<file path="src/rtl/proc_argmax_seq_pkg.sv">
// Shared definitions for the argmax scanner.
//   state_e    : scanner FSM states
//   NDATA_DEF  : default number of entries scanned
//   LANE_W     : entry value width (index width + 1) for the default size
package proc_argmax_seq_pkg;

  localparam int unsigned NDATA_DEF     = 128;
  localparam int unsigned NDATA_LOG_DEF = $clog2(NDATA_DEF);
  localparam int unsigned LANE_W        = NDATA_LOG_DEF + 1;

  typedef enum logic [1:0] {
    S_IDLE  = 2'd0,
    S_READ  = 2'd1,
    S_DRAIN = 2'd2,
    S_DONE  = 2'd3
  } state_e;

endpackage

</file>
<file path="src/rtl/proc_comp.sv">
// 4-input unsigned maximum selector.
//   data_i     : four lanes of W bits, lane k in bits [(k+1)*W-1 : k*W]
//   max_val_o  : largest lane value
//   max_lane_o : lane holding that value; ties resolve to the lowest lane
module proc_comp
  import proc_argmax_seq_pkg::*;
#(
  parameter int unsigned W = LANE_W
) (
  input  logic [4*W-1:0] data_i,
  output logic [W-1:0]   max_val_o,
  output logic [1:0]     max_lane_o
);

  logic [W-1:0] v [4];
  logic [W-1:0] lo_v, hi_v;
  logic         lo_l, hi_l;

  // Each stage only moves to the higher lane on a strict win, so equal
  // values always keep the lower lane.
  always_comb begin
    for (int unsigned k = 0; k < 4; k++) v[k] = data_i[k*W +: W];

    if (v[1] > v[0]) begin lo_v = v[1]; lo_l = 1'b1; end
    else             begin lo_v = v[0]; lo_l = 1'b0; end

    if (v[3] > v[2]) begin hi_v = v[3]; hi_l = 1'b1; end
    else             begin hi_v = v[2]; hi_l = 1'b0; end

    if (hi_v > lo_v) begin
      max_val_o  = hi_v;
      max_lane_o = {1'b1, hi_l};
    end else begin
      max_val_o  = lo_v;
      max_lane_o = {1'b0, lo_l};
    end
  end

endmodule

</file>
<file path="src/rtl/proc_argmax_seq.sv">
// Sequential argmax over an entry memory read four entries per cycle.
//   clk, rst : rising-edge clock, synchronous active-high reset
//   start    : request a scan (only honoured in IDLE)
//   busy     : scan in progress (READ and DRAIN)
//   rdEn     : group read strobe; rdAddr group address (0 when idle)
//   rdData   : group data, valid the cycle after rdEn
//   done     : one-cycle pulse, maxIdx/maxVal valid
//   maxIdx   : index of the largest entry (lowest index on ties)
//   maxVal   : value of the largest entry
module proc_argmax_seq
  import proc_argmax_seq_pkg::*;
#(
  parameter int unsigned NDATA     = NDATA_DEF,
  parameter int unsigned NDATA_LOG = $clog2(NDATA)
) (
  input  logic                       clk,
  input  logic                       rst,
  input  logic                       start,
  output logic                       busy,
  output logic                       rdEn,
  output logic [NDATA_LOG-3:0]       rdAddr,
  input  logic [4*(NDATA_LOG+1)-1:0] rdData,
  output logic                       done,
  output logic [NDATA_LOG-1:0]       maxIdx,
  output logic [NDATA_LOG:0]         maxVal
);

  localparam int unsigned VW = NDATA_LOG + 1;
  localparam int unsigned CW = NDATA_LOG - 2;
  localparam logic [CW-1:0] LAST_GRP = CW'(NDATA/4 - 1);

  state_e               state_q, state_d;
  logic [CW-1:0]        cnt_q, cnt_d;
  logic [CW-1:0]        addr_q;
  logic                 vld_q;
  logic                 clr;
  logic [VW-1:0]        grp_val;
  logic [1:0]           grp_lane;
  logic [VW-1:0]        best_val_q, best_val_d;
  logic [NDATA_LOG-1:0] best_idx_q, best_idx_d;
  logic [VW-1:0]        res_val_q;
  logic [NDATA_LOG-1:0] res_idx_q;

  proc_comp #(.W(VW)) u_comp (
    .data_i     (rdData),
    .max_val_o  (grp_val),
    .max_lane_o (grp_lane)
  );

  always_comb begin
    state_d = state_q;
    cnt_d   = cnt_q;
    rdEn    = 1'b0;
    rdAddr  = '0;
    busy    = 1'b0;
    done    = 1'b0;
    clr     = 1'b0;
    unique case (state_q)
      S_IDLE: begin
        if (start) begin
          state_d = S_READ;
          cnt_d   = '0;
          clr     = 1'b1;
        end
      end
      S_READ: begin
        rdEn   = 1'b1;
        rdAddr = cnt_q;
        busy   = 1'b1;
        cnt_d  = cnt_q + 1'b1;
        if (cnt_q == LAST_GRP) state_d = S_DRAIN;
      end
      S_DRAIN: begin
        busy    = 1'b1;
        state_d = S_DONE;
      end
      S_DONE: begin
        done    = 1'b1;
        state_d = S_IDLE;
      end
      default: state_d = S_IDLE;
    endcase
  end

  // Strictly-greater replacement keeps the earliest group on global ties.
  always_comb begin
    best_val_d = best_val_q;
    best_idx_d = best_idx_q;
    if (clr) begin
      best_val_d = '0;
      best_idx_d = '0;
    end else if (vld_q && (grp_val > best_val_q)) begin
      best_val_d = grp_val;
      best_idx_d = {addr_q, grp_lane};
    end
  end

  always_ff @(posedge clk) begin
    if (rst) begin
      state_q    <= S_IDLE;
      cnt_q      <= '0;
      addr_q     <= '0;
      vld_q      <= 1'b0;
      best_val_q <= '0;
      best_idx_q <= '0;
      res_val_q  <= '0;
      res_idx_q  <= '0;
    end else begin
      state_q    <= state_d;
      cnt_q      <= cnt_d;
      addr_q     <= rdAddr;
      vld_q      <= rdEn;
      best_val_q <= best_val_d;
      best_idx_q <= best_idx_d;
      // The last group is absorbed in DRAIN; loading the result from the
      // next-state value lets it appear together with the done pulse.
      if (state_q == S_DRAIN) begin
        res_val_q <= best_val_d;
        res_idx_q <= best_idx_d;
      end
    end
  end

  assign maxIdx = res_idx_q;
  assign maxVal = res_val_q;

endmodule

</file>
<file path="config.mk">
export PLATFORM = sky130hd
export DESIGN_NAME = proc_argmax_seq
export DESIGN_NICKNAME = d
export VERILOG_FILES = /design/src/rtl/proc_argmax_seq_pkg.sv /design/src/rtl/proc_comp.sv /design/src/rtl/proc_argmax_seq.sv
export SDC_FILE = /design/constraint.sdc
export NUM_CORES = 1
export LEC_CHECK = 0
export BUFFER_PORTS_ARGS = -buffer_cell sky130_fd_sc_hd__buf_2
export CORE_ASPECT_RATIO = 0.6
export CORE_MARGIN = 5
export CORE_UTILIZATION = 55
export DETAILED_ROUTE_END_ITERATION = 7
export GPL_TIMING_DRIVEN = 0
export PLACE_DENSITY_LB_ADDON = 0.05
export SLEW_MARGIN = 25
export SYNTH_ARGS = -nofsm -noshare
export SYNTH_HDL_FRONTEND = slang
export SYNTH_SLANG_ARGS = --single-unit
export TNS_END_PERCENT = 20
</file>
<file path="constraint.sdc">
create_clock -name clk -period 7.55 [get_ports clk]
set_clock_uncertainty 0.15 [all_clocks]
set_input_delay 1.51 -clock clk [delete_from_list [all_inputs] [get_ports clk]]
set_output_delay 1.51 -clock clk [all_outputs]
set_load 0.02 [all_outputs]
</file>
Word level (Yosys, flattened, before mapping)
Cells that the tools add are included.
Storage, ports and cells
  flip-flop bits (word level): 43
  input port bits: 35
  logic and storage cells: 46
Operators by class
  add/sub/neg operators: 1
  order comparisons: 4
  equal/unequal tests: 6
  multiplexer cells: 21
  reductions and logical operators: 6
Operator list (number)
  8-bit two-way mux: 5
  8-bit greater-than comparator: 4
  7-bit two-way mux: 2
  5-bit two-way mux: 2
  5-bit one-hot mux with 2 select lines: 1
  2-bit one-hot mux with 4 select lines: 1
  1-bit two-way mux: 7
  2-bit two-way mux: 3
  5-bit by 1-bit adder with 5-bit output, second input constant: 1
  5-bit equality test, second input constant: 1
  2-bit equality test, second input constant: 2
  2-bit inequality test, second input constant: 2
  2-bit AND reduction: 2
  2-bit by 1-bit equality test with 1-bit output, second input constant: 1
  2-bit zero test: 1
  2-bit nonzero test: 1
  2-bit OR reduction: 1
  1-bit logical AND: 1

Depth between registers and ports, before layout
Gate-level depths: netlist of run 1.
  depth after elaboration: 8
  gate-level depth with buffers: 25
  gate-level depth less buffers: 22

Modules after synthesis
Synthesis of run 1 repeated with hierarchy kept, for this count alone.
Unflattened totals
  cell total of the unflattened synthesis: 388
  area, all modules: 3213.1 µm²
By module, submodules not included
  proc_argmax_seq: times used 1, cells an instance 279, area an instance 2316.0 µm²
  proc_comp: times used 1, cells an instance 109, area an instance 897.1 µm²

Worst setup path before layout of run 1
Ideal clock, no wire load.
  path kind: in2reg
  from: input rdData[19]
  to: register res_idx_q[0] (netlist: maxIdx[0])
  arrival: 6.222 ns
  data required time: 7.333 ns
  setup slack: 1.111 ns
  stages on the path: 24
  buffers on the path: 3
  path through: inv_1 ha_1 nand4_1 clkbuf_1 a31oi_1 or2_2 o221ai_1 inv_1 ha_1 nor2b_1 o211ai_1 a21oi_1 o31ai_1 buf_2 mux2i_1 ha_1 nor2b_4 o211a_1 a2111oi_4 nor2_4 and2_4 buf_6 a221o_1 o21ai_2
On the way
  cells in the longest elaborated chain, start to end: 8
  elaborated cells between the ends (all ways): 10
  classes of those cells: order compare (3); mux (6); reduce/logical (1)
RTL lines
  start, declared: line proc_argmax_seq.sv:22  | input logic [4*(NDATA_LOG+1)-1:0] rdData,
  8-bit greater-than comparator: line proc_comp.sv:27  | if (v[3] > v[2]) begin hi_v = v[3]; hi_l = 1'b1; end
  8-bit two-way mux: line proc_comp.sv:27
  8-bit greater-than comparator: line proc_comp.sv:30  | if (hi_v > lo_v) begin
  8-bit two-way mux: line proc_comp.sv:30
  8-bit greater-than comparator: line proc_argmax_seq.sv:92  | end else if (vld_q && (grp_val > best_val_q)) begin
  1-bit logical AND: line proc_argmax_seq.sv:92
  7-bit two-way mux (*): line proc_argmax_seq.sv:92
  7-bit two-way mux (*): line proc_argmax_seq.sv:89  | if (clr) begin
  end signal, assigned: line proc_argmax_seq.sv:119  | res_idx_q <= best_idx_d;
  end, declared: line proc_argmax_seq.sv:42  | logic [NDATA_LOG-1:0] res_idx_q;
Mark *: on every way between the ends. The rest lies on a longest branch, timed or not.
A chain may end at the register's enable or synchronous reset.

Worst setup path after layout of run 1
  from: input rdData[19]
  to: register res_val_q[1] (netlist: maxVal[1])
On the way
  cells in the longest elaborated chain, start to end: 8
RTL lines
  8-bit greater-than comparator: line proc_comp.sv:27
  8-bit two-way mux (*): line proc_comp.sv:27
  8-bit greater-than comparator: line proc_comp.sv:30
  8-bit two-way mux (*): line proc_comp.sv:30
  8-bit greater-than comparator: line proc_argmax_seq.sv:92
  1-bit logical AND: line proc_argmax_seq.sv:92
  8-bit two-way mux (*): line proc_argmax_seq.sv:92
  8-bit two-way mux (*): line proc_argmax_seq.sv:89
  end signal, assigned: line proc_argmax_seq.sv:118  | res_val_q <= best_val_d;
  end, declared: line proc_argmax_seq.sv:41  | logic [VW-1:0] res_val_q;
Marked as above.

==> metrics, run 1 <==
R2R Setup Slk=4.69 ns; Critical Path RT=7.62 ns; Hold Crit Endpoint=maxIdx[0]; Hold Slack=0.3127 ns; H-tree Lvls=2; Worst slew margin=45.96%; fmax=141.3 MHz; chip width=104.8 microns; worst vdd ir=0.2198 mV; DR pass1 iterations=5; core region area=5130 sq um; io pins=58; max_cap viols=0; R2R cell count=7; Crit Path Class=input port to flip-flop; Cell variety after synth=45; actual slew at the worst max-slew pin=0.8077 ns; most common cell after layout, fill and taps aside=buf_2; Final Max Tran Viols=0; row cnt=20; die area=7011 sq um; Initial DRC Count=176; initial antenna violation count=0; Starting Density=57.83%; mux cell area share after synthesis=7.803%; port bufs=56; chip height=66.89 microns; Final setup viols=0; share of the synthesized area in the top cell type=29.02%; GR Util All Layers=22.37%; Post-Synth Simple-Gate Area=18.56%; EDFF count, synth=0; Area Growth Syn to Fin=15.86%; sequential area share after synthesis=29.02%; Inserted Clock Buffers=5; Synth area leaders=dfxtp_1 (29%), ha_1 (16%), mux2i_1 (7.4%); crit share post-route=93.72%; Post-Syn Area=2967 sq um; share of layout cells above drive strength 1=21.01%; post-synthesis compound-gate area fraction=22.52%; CTS tree=yes; RSZ-0062 raised after global routing=no; Post-DP Area=3329 sq um; CP arrival=7.14 ns; vias in the first global route=2579; final instance area=3437 sq um; outcome=complete, no violations; flip-flop and latch count after synthesis=43; placed insts=471; CP Launch Type=input port; clock root buffer=clkbuf_8; Adder-Cell Fraction of Synth Area=16.03%; total routed wirelength=7759 microns; layout filler cell count=430; reg2reg start=state_q[0]; Final TNS setup=0 ns; Max FO, Critical Path=10; Vias=2815; Worst Hold Class=flip-flop to flip-flop; total clock sinks=43; clk buf depth=2; largest net degree at the start of global routing=16; DP HPWL=6137 microns; Pwr per Cell Area=220.7 nW/um^2; highest-count cells in the layout ignoring fill and taps=buf_2 (59), nor2_1 (49), dfxtp_1 (43); Critical R2R Capture=maxVal[0]; synthesized area per cell=8.500 sq um; DR vias/cell=5.865; GPL Wtd Cong=0.8354; nets=486; asr flop ratio synth=0%; main combinational cell family by area after synthesis=compound AO/OA/AOI/OAI gates; hold path start=maxIdx[0]; first-pass GRT wire length=12630 microns; Ant. Diodes=0; Static Leak=1.615 nW; XOR/XNOR Fraction of Synth Area=0%; predominant post-synthesis flop cell=dfxtp_1; clock transition at the registers of the reported paths=0.08 ns; min Tclk post-route=7.076 ns; Layout Cells excl Fill=480; Synth Net Count=422; Routed WL per cell=16.16 microns; DRC errors left=0; Yosys warning total=0; Critical Path End Type=flip-flop; WHS Path Cells=2; gr ovfl total=0; worst-skew pair later-pin latency=0.30 ns; Post-DRT Antenna Nets=0; Hold Fails Final Rpt=0; post-synthesis instance total=349; area leader, netlist=dfxtp_1
synth_stat cells, types with 5 or more instances:
master,n
a21oi_1,14
a22o_1,7
a22oi_1,10
a2bb2oi_1,5
a31oi_1,8
and2_1,10
clkbuf_1,5
dfxtp_1,43
ha_1,38
inv_1,35
mux2i_1,22
nand2_1,11
nand4_1,7
nor2_1,49
nor2b_1,5
o21ai_0,15
o221ai_1,16
or2_2,9
per-layer routing:
| metal | global-route usage [%] | vias to the layer above | wire [microns] |
|---|---|---|---|
| met4 | 5.104 | 0 | 61 |
| met2 | 32.13 | 106 | 3114 |
| met5 | 0 | - | 0 |
| met3 | 4.356 | 8 | 562 |
| li1 | - | 1404 | - |
| met1 | 33.94 | 1297 | 4020 |
worst max-delay path: stages:
cell	delay (ns)
buf_2	0.10
inv_1	0.04
ha_1	0.32
nand4_1	0.34
clkbuf_1	0.41
a31oi_1	0.13
or2_2	0.29
o221ai_1	0.17
inv_1	0.09
ha_1	0.32
a211oi_1	0.26
nor2_1	0.11
o31ai_1	0.37
buf_2	0.36
mux2i_1	0.23
ha_1	0.27
a211oi_1	0.24
o21bai_1	0.16
a2111oi_4	0.42
nor2_4	0.15
nor2_1	0.59
a22oi_1	0.14
o221ai_1	0.12
metrics by stage:
step,worst slack (ns),power (mW),util (%)
3_5_place_dp,0.1778,0.6048,64.90
3_3_place_gp,0.2760,0.5948,64.90
5_1_grt,0.01212,0.8136,67.00
4_1_cts,0.4540,0.7568,66.71
2_1_floorplan,1.111,0.5135,-
6_report,0.4742,0.7584,67.00
power breakdown:
part | total [mW] | internal [mW] | switching, mW | leakage (nW)
sequential | 0.262 | 0.245 | 0.0166 | 0.347
clock | 0.152 | 0.0662 | 0.0855 | 0.0408
combinational | 0.345 | 0.130 | 0.214 | 1.23
logic make-up (layout without fill, tap and decap cells):
logic type	Yosys count	in the layout
simple gates	108	108
compound gates	92	92
buf+inv	45	110
flops	43	43
fa+ha+maj	38	38
mux	23	23
sequential cells by signal (all words and copies together), names as in the netlist:
register / cells
vld_q: 1
addr_q: 5
maxVal: 8
cnt_q: 5
maxIdx: 7
best_idx_q: 7
state_q: 2
best_val_q: 8
cell type report:
type | count | area (sq um) | share of cell area (%)
well taps | 66 | 82.58 | 2.403
clock buffers | 5 | 68.82 | 2.002
repair buffers | 57 | 287.8 | 8.373
flip-flops and latches | 43 | 860.8 | 25.05
plain buffers | 10 | 48.80 | 1.420
clock inverters | 3 | 23.77 | 0.6917
multi-input cells | 261 | 1933 | 56.24
inverters | 35 | 131.4 | 3.822
worst max-delay path by stage:
stage	slack, ns	cells after the start	from	end
2_1_floorplan	1.11	24	rdData[19]	maxIdx[0]
3_3_place_gp	0.28	24	rdData[19]	maxVal[5]
3_5_place_dp	0.18	22	rdData[23]	maxVal[0]
4_1_cts	0.45	22	rdData[23]	maxVal[5]
5_1_grt	0.01	24	rdData[19]	maxVal[3]
6_report	0.47	23	rdData[19]	maxVal[1]
timing repair:
action	in CTS	in global routing
hold buffers	0	0
buffers inserted	0	1
resized for setup	0	2
endpoints found under the setup margin	0	8
No activity file was read; power rests on OpenSTA's default activity.
==> inputs of run 2 (changes only) <==
Settings changed: CORE_UTILIZATION 55 to 54, SYNTH_HIERARCHICAL from default to 1.
==> run 2 against run 1 <==
Non-clock buffer count rose by 11. Power rose by 6.2%. Largest power group unchanged. Fmax rose by 16%. Synthesized cell count rose by 11%. Clock power barely moved. Design area rose by 7.2%. Combinational power rose by 15%. Count of clock-buffer cells in the layout rose by 1. Cell count rose by 11%. First-iteration DRC count rose by 92%. Core utilization fell by 2.1 points.
==> metrics, run 2 <==
outcome=complete, no violations (unchanged); post-synthesis instance total=388 (was 349); actual slew at the worst max-slew pin=0.6326 ns (was 0.8077 ns); RSZ-0062 raised after global routing=no (unchanged); io pins=58 (unchanged); Critical Path RT=7.58 ns (was 7.62 ns); sequential area share after synthesis=26.79% (was 29.02%); asr flop ratio synth=0% (unchanged); vias in the first global route=2798 (was 2579); worst-skew pair later-pin latency=0.30 ns (about the same); initial antenna violation count=0 (unchanged); Sw Ratio=45.46% (was 41.74%); Routed WL per cell=17.06 microns (was 16.16 microns); flip-flop and latch count after synthesis=43 (unchanged); total routed wirelength=9092 microns (was 7759 microns); CTS tree=yes (unchanged); fmax=164.4 MHz (was 141.3 MHz); port bufs=57 (was 56); Ant. Diodes=0 (unchanged); GPL Wtd Cong=0.8806 (was 0.8354); CTS Hold Bufs=0 (unchanged); Critical Path Stages=25 (was 23); Pwr Total=805.4 uW (was 758.4 uW); crit share post-route=80.56% (was 93.72%); Pwr per Cell Area=218.7 nW/um^2 (was 220.7 nW/um^2); chip width=109.6 microns (was 104.8 microns); Max FO, Critical Path=10 (unchanged); Crit Path Class=input port to flip-flop (unchanged); die area=7644 sq um (was 7011 sq um); EDFF count, synth=0 (unchanged); total clock sinks=43 (unchanged); Final setup viols=0 (unchanged); area leader, netlist=dfxtp_1 (unchanged); Cell variety after synth=43 (was 45); clock transition at the registers of the reported paths=0.09 ns (was 0.08 ns); Synth Net Count=461 (was 422); Yosys warning total=6 (was 0); min Tclk post-route=6.082 ns (was 7.076 ns); WHS Path Cells=2 (unchanged); DRC errors left=0 (unchanged); most common cell after layout, fill and taps aside=buf_2 (unchanged); first-pass GRT wire length=14460 microns (was 12630 microns); Post-Syn Area=3213 sq um (was 2967 sq um); Worst slew margin=57.38% (was 45.96%); Final Max Tran Viols=0 (unchanged); Synth area leaders=dfxtp_1 (27%), ha_1 (15%), mux2i_1 (7.2%) (was dfxtp_1 (29%), ha_1 (16%), mux2i_1 (7.4%)); largest net degree at the start of global routing=14 (was 16); Vias=3137 (was 2815); chip height=69.75 microns (was 66.89 microns); predominant post-synthesis flop cell=dfxtp_1 (unchanged); clock network fraction of total power=18.5% (was 20.0%); Comb power frac=49.1% (was 45.5%); share of the synthesized area in the top cell type=26.79% (was 29.02%); Post-DRT Antenna Nets=0 (unchanged); most frequent cell after synthesis=dfxtp_1 (was nor2_1); highest-count cells in the layout ignoring fill and taps=buf_2 (63), dfxtp_1 (43), ha_1 (38) (was buf_2 (59), nor2_1 (49), dfxtp_1 (43)); gr ovfl total=0 (unchanged); post_cts resized=0 (unchanged); clock root buffer=clkbuf_8 (unchanged); register area=860.8 sq um (unchanged); CP delay by family, top=compound AO/OA/AOI/OAI gates (unchanged); core region area=5675 sq um (was 5130 sq um); GR Util All Layers=23.96% (was 22.37%); Final TNS setup=0 ns (unchanged); DP HPWL=7205 microns (was 6137 microns); area of the multi-input gates=2101 sq um (was 1933 sq um); commonest cells in the netlist=dfxtp_1 (43), ha_1 (38), inv_1 (34), o21ai_1 (31), a21oi_1 (29) (was nor2_1 (49), dfxtp_1 (43), ha_1 (38), inv_1 (35), mux2i_1 (22)); Seq pwr share=32.4% (was 34.5%); H-tree Lvls=2 (unchanged); Power Internal=439.3 uW (was 441.9 uW); worst vdd ir=0.09418 mV (was 0.2198 mV); crit-path max cell delay=0.48 ns (was 0.59 ns); Inserted Clock Buffers=5 (unchanged); Area Growth Syn to Fin=14.64% (was 15.86%); layout filler cell count=500 (was 430); Static Leak=1.701 nW (was 1.615 nW); row cnt=21 (was 20); share of layout cells above drive strength 1=22.08% (was 21.01%); DR pass1 iterations=5 (unchanged); Starting Density=56.61% (was 57.83%); Setup Buffers After CTS=0 (unchanged); CP Launch Type=input port (unchanged); Initial DRC Count=338 (was 176); synthesized area per cell=8.281 sq um (was 8.500 sq um); nets=525 (was 486); switching power=366.1 uW (was 316.5 uW); DR vias/cell=5.886 (was 5.865); Critical Path End Type=flip-flop (unchanged); Hold Fails Final Rpt=0 (unchanged); CP arrival=6.12 ns (was 7.14 ns); CP Buf/Inv Count=6 (was 5); R2R cell count=8 (was 7); max_cap viols=0 (unchanged); Worst Hold Class=flip-flop to flip-flop (unchanged); clk buf depth=2 (unchanged); slowest cell on the critical path=a2bb2oi_1 (was nor2_1)
[run 2: cell count changes in the layout (fill, tap and decap cells not counted), sizes merged, moves of 7 or more]
cell,before,now
o211ai,3,36
o21ai,17,49
nor2,50,24
a21oi,14,30
nand3,1,17
o221ai,16,0
nand2,11,22
or2,9,0
a22oi,10,2
a31oi,8,0
buf,62,70
a22o,7,0
[run 2: cells by family (layout without fill, tap and decap cells)]
family | count (synthesis) | in the layout | synth area share [%]
adders and majority gates | 38 | 38 | 14.80
buffers and inverters | 56 | 121 | 7.827
DFF | 43 | 43 | 26.79
muxes | 25 | 25 | 7.983
and+or+nand+nor | 96 | 96 | 15.65
AOI/OAI and AO/OA | 130 | 130 | 26.95
[run 2: final cells by class]
class	count	share of cell area (%)
plain buffers	21	3.261
repair buffers	57	7.745
well taps	80	2.717
multi-input cells	289	57.03
inverters	35	3.567
clock inverters	2	0.3397
clock buffers	6	1.970
flip-flops and latches	43	23.37
[run 2: final timing paths]
check	from	endpoint	slack, ns
setup / recovery	rdData[17]	maxVal[4]	1.47
hold / removal	best_idx_q[2]	best_idx_q[2]	0.32
setup reg to reg	best_val_q[3]	maxVal[4]	5.40
hold reg to reg	best_idx_q[2]	best_idx_q[2]	0.32
[run 2: power by group through the flow]
stage	sequential, mW	clock [mW]	combinational [mW]
6_report	0.261	0.149	0.396
5_1_grt	0.263	0.162	0.433
4_1_cts	0.260	0.151	0.387
3_3_place_gp	0.264	0	0.377
2_1_floorplan	0.261	0	0.274
3_5_place_dp	0.265	0	0.385
[run 2: metrics by stage]
| stage | hold WS, ns | setup WS, ns | utilization [%] | cells | instance area [sq um] |
|---|---|---|---|---|---|
| 2_1_floorplan | 0.2940 | 2.135 | - | 388 | 3213 |
| 3_3_place_gp | 0.3043 | 1.341 | 63.40 | 525 | 3598 |
| 3_5_place_dp | 0.3123 | 1.283 | 63.40 | 525 | 3598 |
| 4_1_cts | 0.3225 | 1.583 | 64.90 | 533 | 3684 |
| 5_1_grt | 0.3459 | 1.255 | 64.90 | 533 | 3684 |
| 6_report | 0.3208 | 1.468 | 64.90 | 533 | 3684 |
[run 2: metal layers]
metal / global-route usage (%) / vias to the layer above / part of all wire (%)
met5: 0 / - / 0
met4: 4.149 / 0 / 0.60
li1: - / 1531 / -
met2: 30.56 / 137 / 39
met3: 6.605 / 8 / 11
met1: 38.87 / 1461 / 49
[run 2: worst reg2reg max path: cells and delay by family, from the launching register on]
family                   cells  cell delay [ns]
buffers and inverters        2             0.27
flip-flops                   1             0.44
AO/OA/AOI/OAI                2             0.34
adder cells (fa/ha/maj)      1             0.32
AND/OR/NAND/NOR              3             0.53
==> inputs of run 3 (changes only) <==
Clock period 7.55 ns to 5.6 ns, I/O delays scaled along.
==> run 3 against run 2 <==
Count of clock-buffer cells in the layout unchanged. Via count increased by 1.3%. Cell count grew 0.38%.
==> metrics, run 3 (same netlist as run 2, synthesis figures left out) <==
outcome=complete, no violations (unchanged); DR vias/cell=5.940 (was 5.886); CP endpoint=maxVal[4] (unchanged); io pins=58 (unchanged); slowest cell on the critical path=a211oi_1 (was a2bb2oi_1); crit share post-route=97.85%; row cnt=21 (unchanged); worst vdd ir=0.1258 mV (was 0.09418 mV); reg2reg start=best_val_q[3] (unchanged); share of layout cells above drive strength 1=24.84% (was 22.08%); Starting Density=56.61% (unchanged); Post-DRT Antenna Nets=0 (unchanged); Max FO, Critical Path=10 (unchanged); vias in the first global route=2798 (unchanged); CTS Hold Bufs=0 (unchanged); Final Max Tran Viols=0 (unchanged); R2R Setup Slk=3.45 ns (was 5.40 ns); Layout Cells excl Fill=535 (was 533); clock transition at the registers of the reported paths=0.08 ns (was 0.09 ns); actual slew at the worst max-slew pin=0.6513 ns (was 0.6326 ns); Routed WL per cell=17.59 microns (was 17.06 microns); R2R cell count=8 (unchanged); max_cap viols=0 (unchanged); Vias=3178 (was 3137); highest-count cells in the layout ignoring fill and taps=buf_2 (63), dfxtp_1 (43), ha_1 (38) (unchanged); Crit Path Class=input port to flip-flop (unchanged); Initial DRC Count=297 (was 338); core region area=5675 sq um (unchanged); clk buf depth=2 (unchanged); total routed wirelength=9409 microns (was 9092 microns); Critical R2R Capture=maxVal[4] (unchanged); clock root buffer=clkbuf_8 (unchanged); Critical Path RT=5.64 ns (was 7.58 ns); Inserted Clock Buffers=5 (unchanged); fmax=182.5 MHz; post-layout util=67.15% (was 64.90%); port bufs=57 (unchanged); total clock sinks=43 (unchanged); initial antenna violation count=0 (unchanged); Critical Path End Type=flip-flop (unchanged); GPL Wtd Cong=0.8806 (unchanged); CP Launch Point=rdData[17] (unchanged); GR Util All Layers=23.96% (unchanged); WHS Path Cells=2 (unchanged); Area Growth Syn to Fin=18.61% (was 14.64%); dpl ws=-0.2773 ns (was 1.283 ns); Pwr per Cell Area=298.5 nW/um^2 (was 218.7 nW/um^2); CTS tree=yes (unchanged); Static Leak=1.716 nW (was 1.701 nW); Final setup viols=0 (unchanged); crit-path max cell delay=0.32 ns (was 0.48 ns); Ant. Diodes=0 (unchanged); CP arrival=5.52 ns (was 6.12 ns); DR pass1 iterations=5 (unchanged); nets=527 (was 525); die area=7644 sq um (unchanged); chip width=109.6 microns (unchanged); most frequent CP cell=ha_1; DP HPWL=7205 microns (unchanged); most common cell after layout, fill and taps aside=buf_2 (unchanged); Worst slew margin=56.12% (was 57.38%); first-pass GRT wire length=14460 microns (unchanged); placed insts=525 (unchanged); Hold Fails Final Rpt=0 (unchanged); chip height=69.75 microns (unchanged); PnR worst setup slack=0.1202 ns (was 1.468 ns); Worst Hold Class=flip-flop to flip-flop (unchanged); H-tree Lvls=2 (unchanged); DRC errors left=0 (unchanged); gr ovfl total=0 (unchanged); CP Cell Sequence=buf_2 -> inv_1 -> ha_1 -> nor2b_1 -> o211ai_1 -> o2111ai_1 -> o211a_1 -> buf_6 -> mux2i_2 -> inv_1 -> ha_1 -> a211oi_1 -> o21bai_1 -> o22ai_4 -> buf_4 -> mux2i_4 -> ha_1 -> and4_1 -> nand3b_4 -> a21o_4 -> nand2_4 -> buf_6 -> o211ai_2; largest net degree at the start of global routing=14 (unchanged); min Tclk post-route=5.480 ns; worst-skew pair later-pin latency=0.30 ns (about the same); CP Launch Type=input port (unchanged)
## run 3: routing by layer
metal	GRT usage, %	share of wire (%)
met3	6.605	10
met5	0	0
met1	38.87	49
met4	4.149	0.69
met2	30.56	40
## run 3: timing repair
action | in CTS | in global routing
endpoints found under the hold margin | 0 | 0
gates resized for setup | 0 | 21
setup endpoints to repair | 0 | 30
setup buffers | 0 | 2
## run 3: through the flow
stage	TNS, ns	hold slack (ns)	power (mW)	cell area (sq um)
after global placement	-4.183	0.3043	0.8640	3598
after CTS	0	0.3225	1.075	3684
after detailed placement	-6.490	0.3123	0.8763	3598
after global routing	-0.3756	0.3459	1.208	3811
final	0	0.3247	1.138	3811
after floorplan	0	0.2940	0.7213	3213
## run 3: how the worst min path moves through the flow
| stage | start | end | slack, ns |
|---|---|---|---|
| 2_1_floorplan | best_idx_q[0] | best_idx_q[0] | 0.29 |
| 3_3_place_gp | best_idx_q[6] | best_idx_q[6] | 0.30 |
| 3_5_place_dp | best_idx_q[2] | best_idx_q[2] | 0.31 |
| 4_1_cts | best_idx_q[2] | best_idx_q[2] | 0.32 |
| 5_1_grt | best_idx_q[2] | best_idx_q[2] | 0.35 |
| 6_report | best_idx_q[2] | best_idx_q[2] | 0.32 |
## run 3: cell type report
cell class / count / area (sq um)
clock buffer: 6 / 72.57
multi-input combinational: 289 / 2207
inverter: 35 / 133.9
fill: 489 / 1864
timing repair buffer: 59 / 300.3
tap: 80 / 100.1
sequential: 43 / 860.8
buffer: 21 / 123.9
clock inverter: 2 / 12.51
## run 3: critical path: cells and delay by family
kind,cells,cell delay (ns)
AND/OR/NAND/NOR,4,0.66
AO/OA/AOI/OAI,8,1.53
adder cells (fa/ha/maj),3,0.80
multiplexers,2,0.59
buffers and inverters,6,0.81
## run 3: power by group
group	switching (mW)	internal, mW	leakage (nW)
Combinational	0.378	0.207	1.33
Clock	0.114	0.0874	0.0412
Sequential	0.0248	0.327	0.347
Total	0.516	0.621	1.72
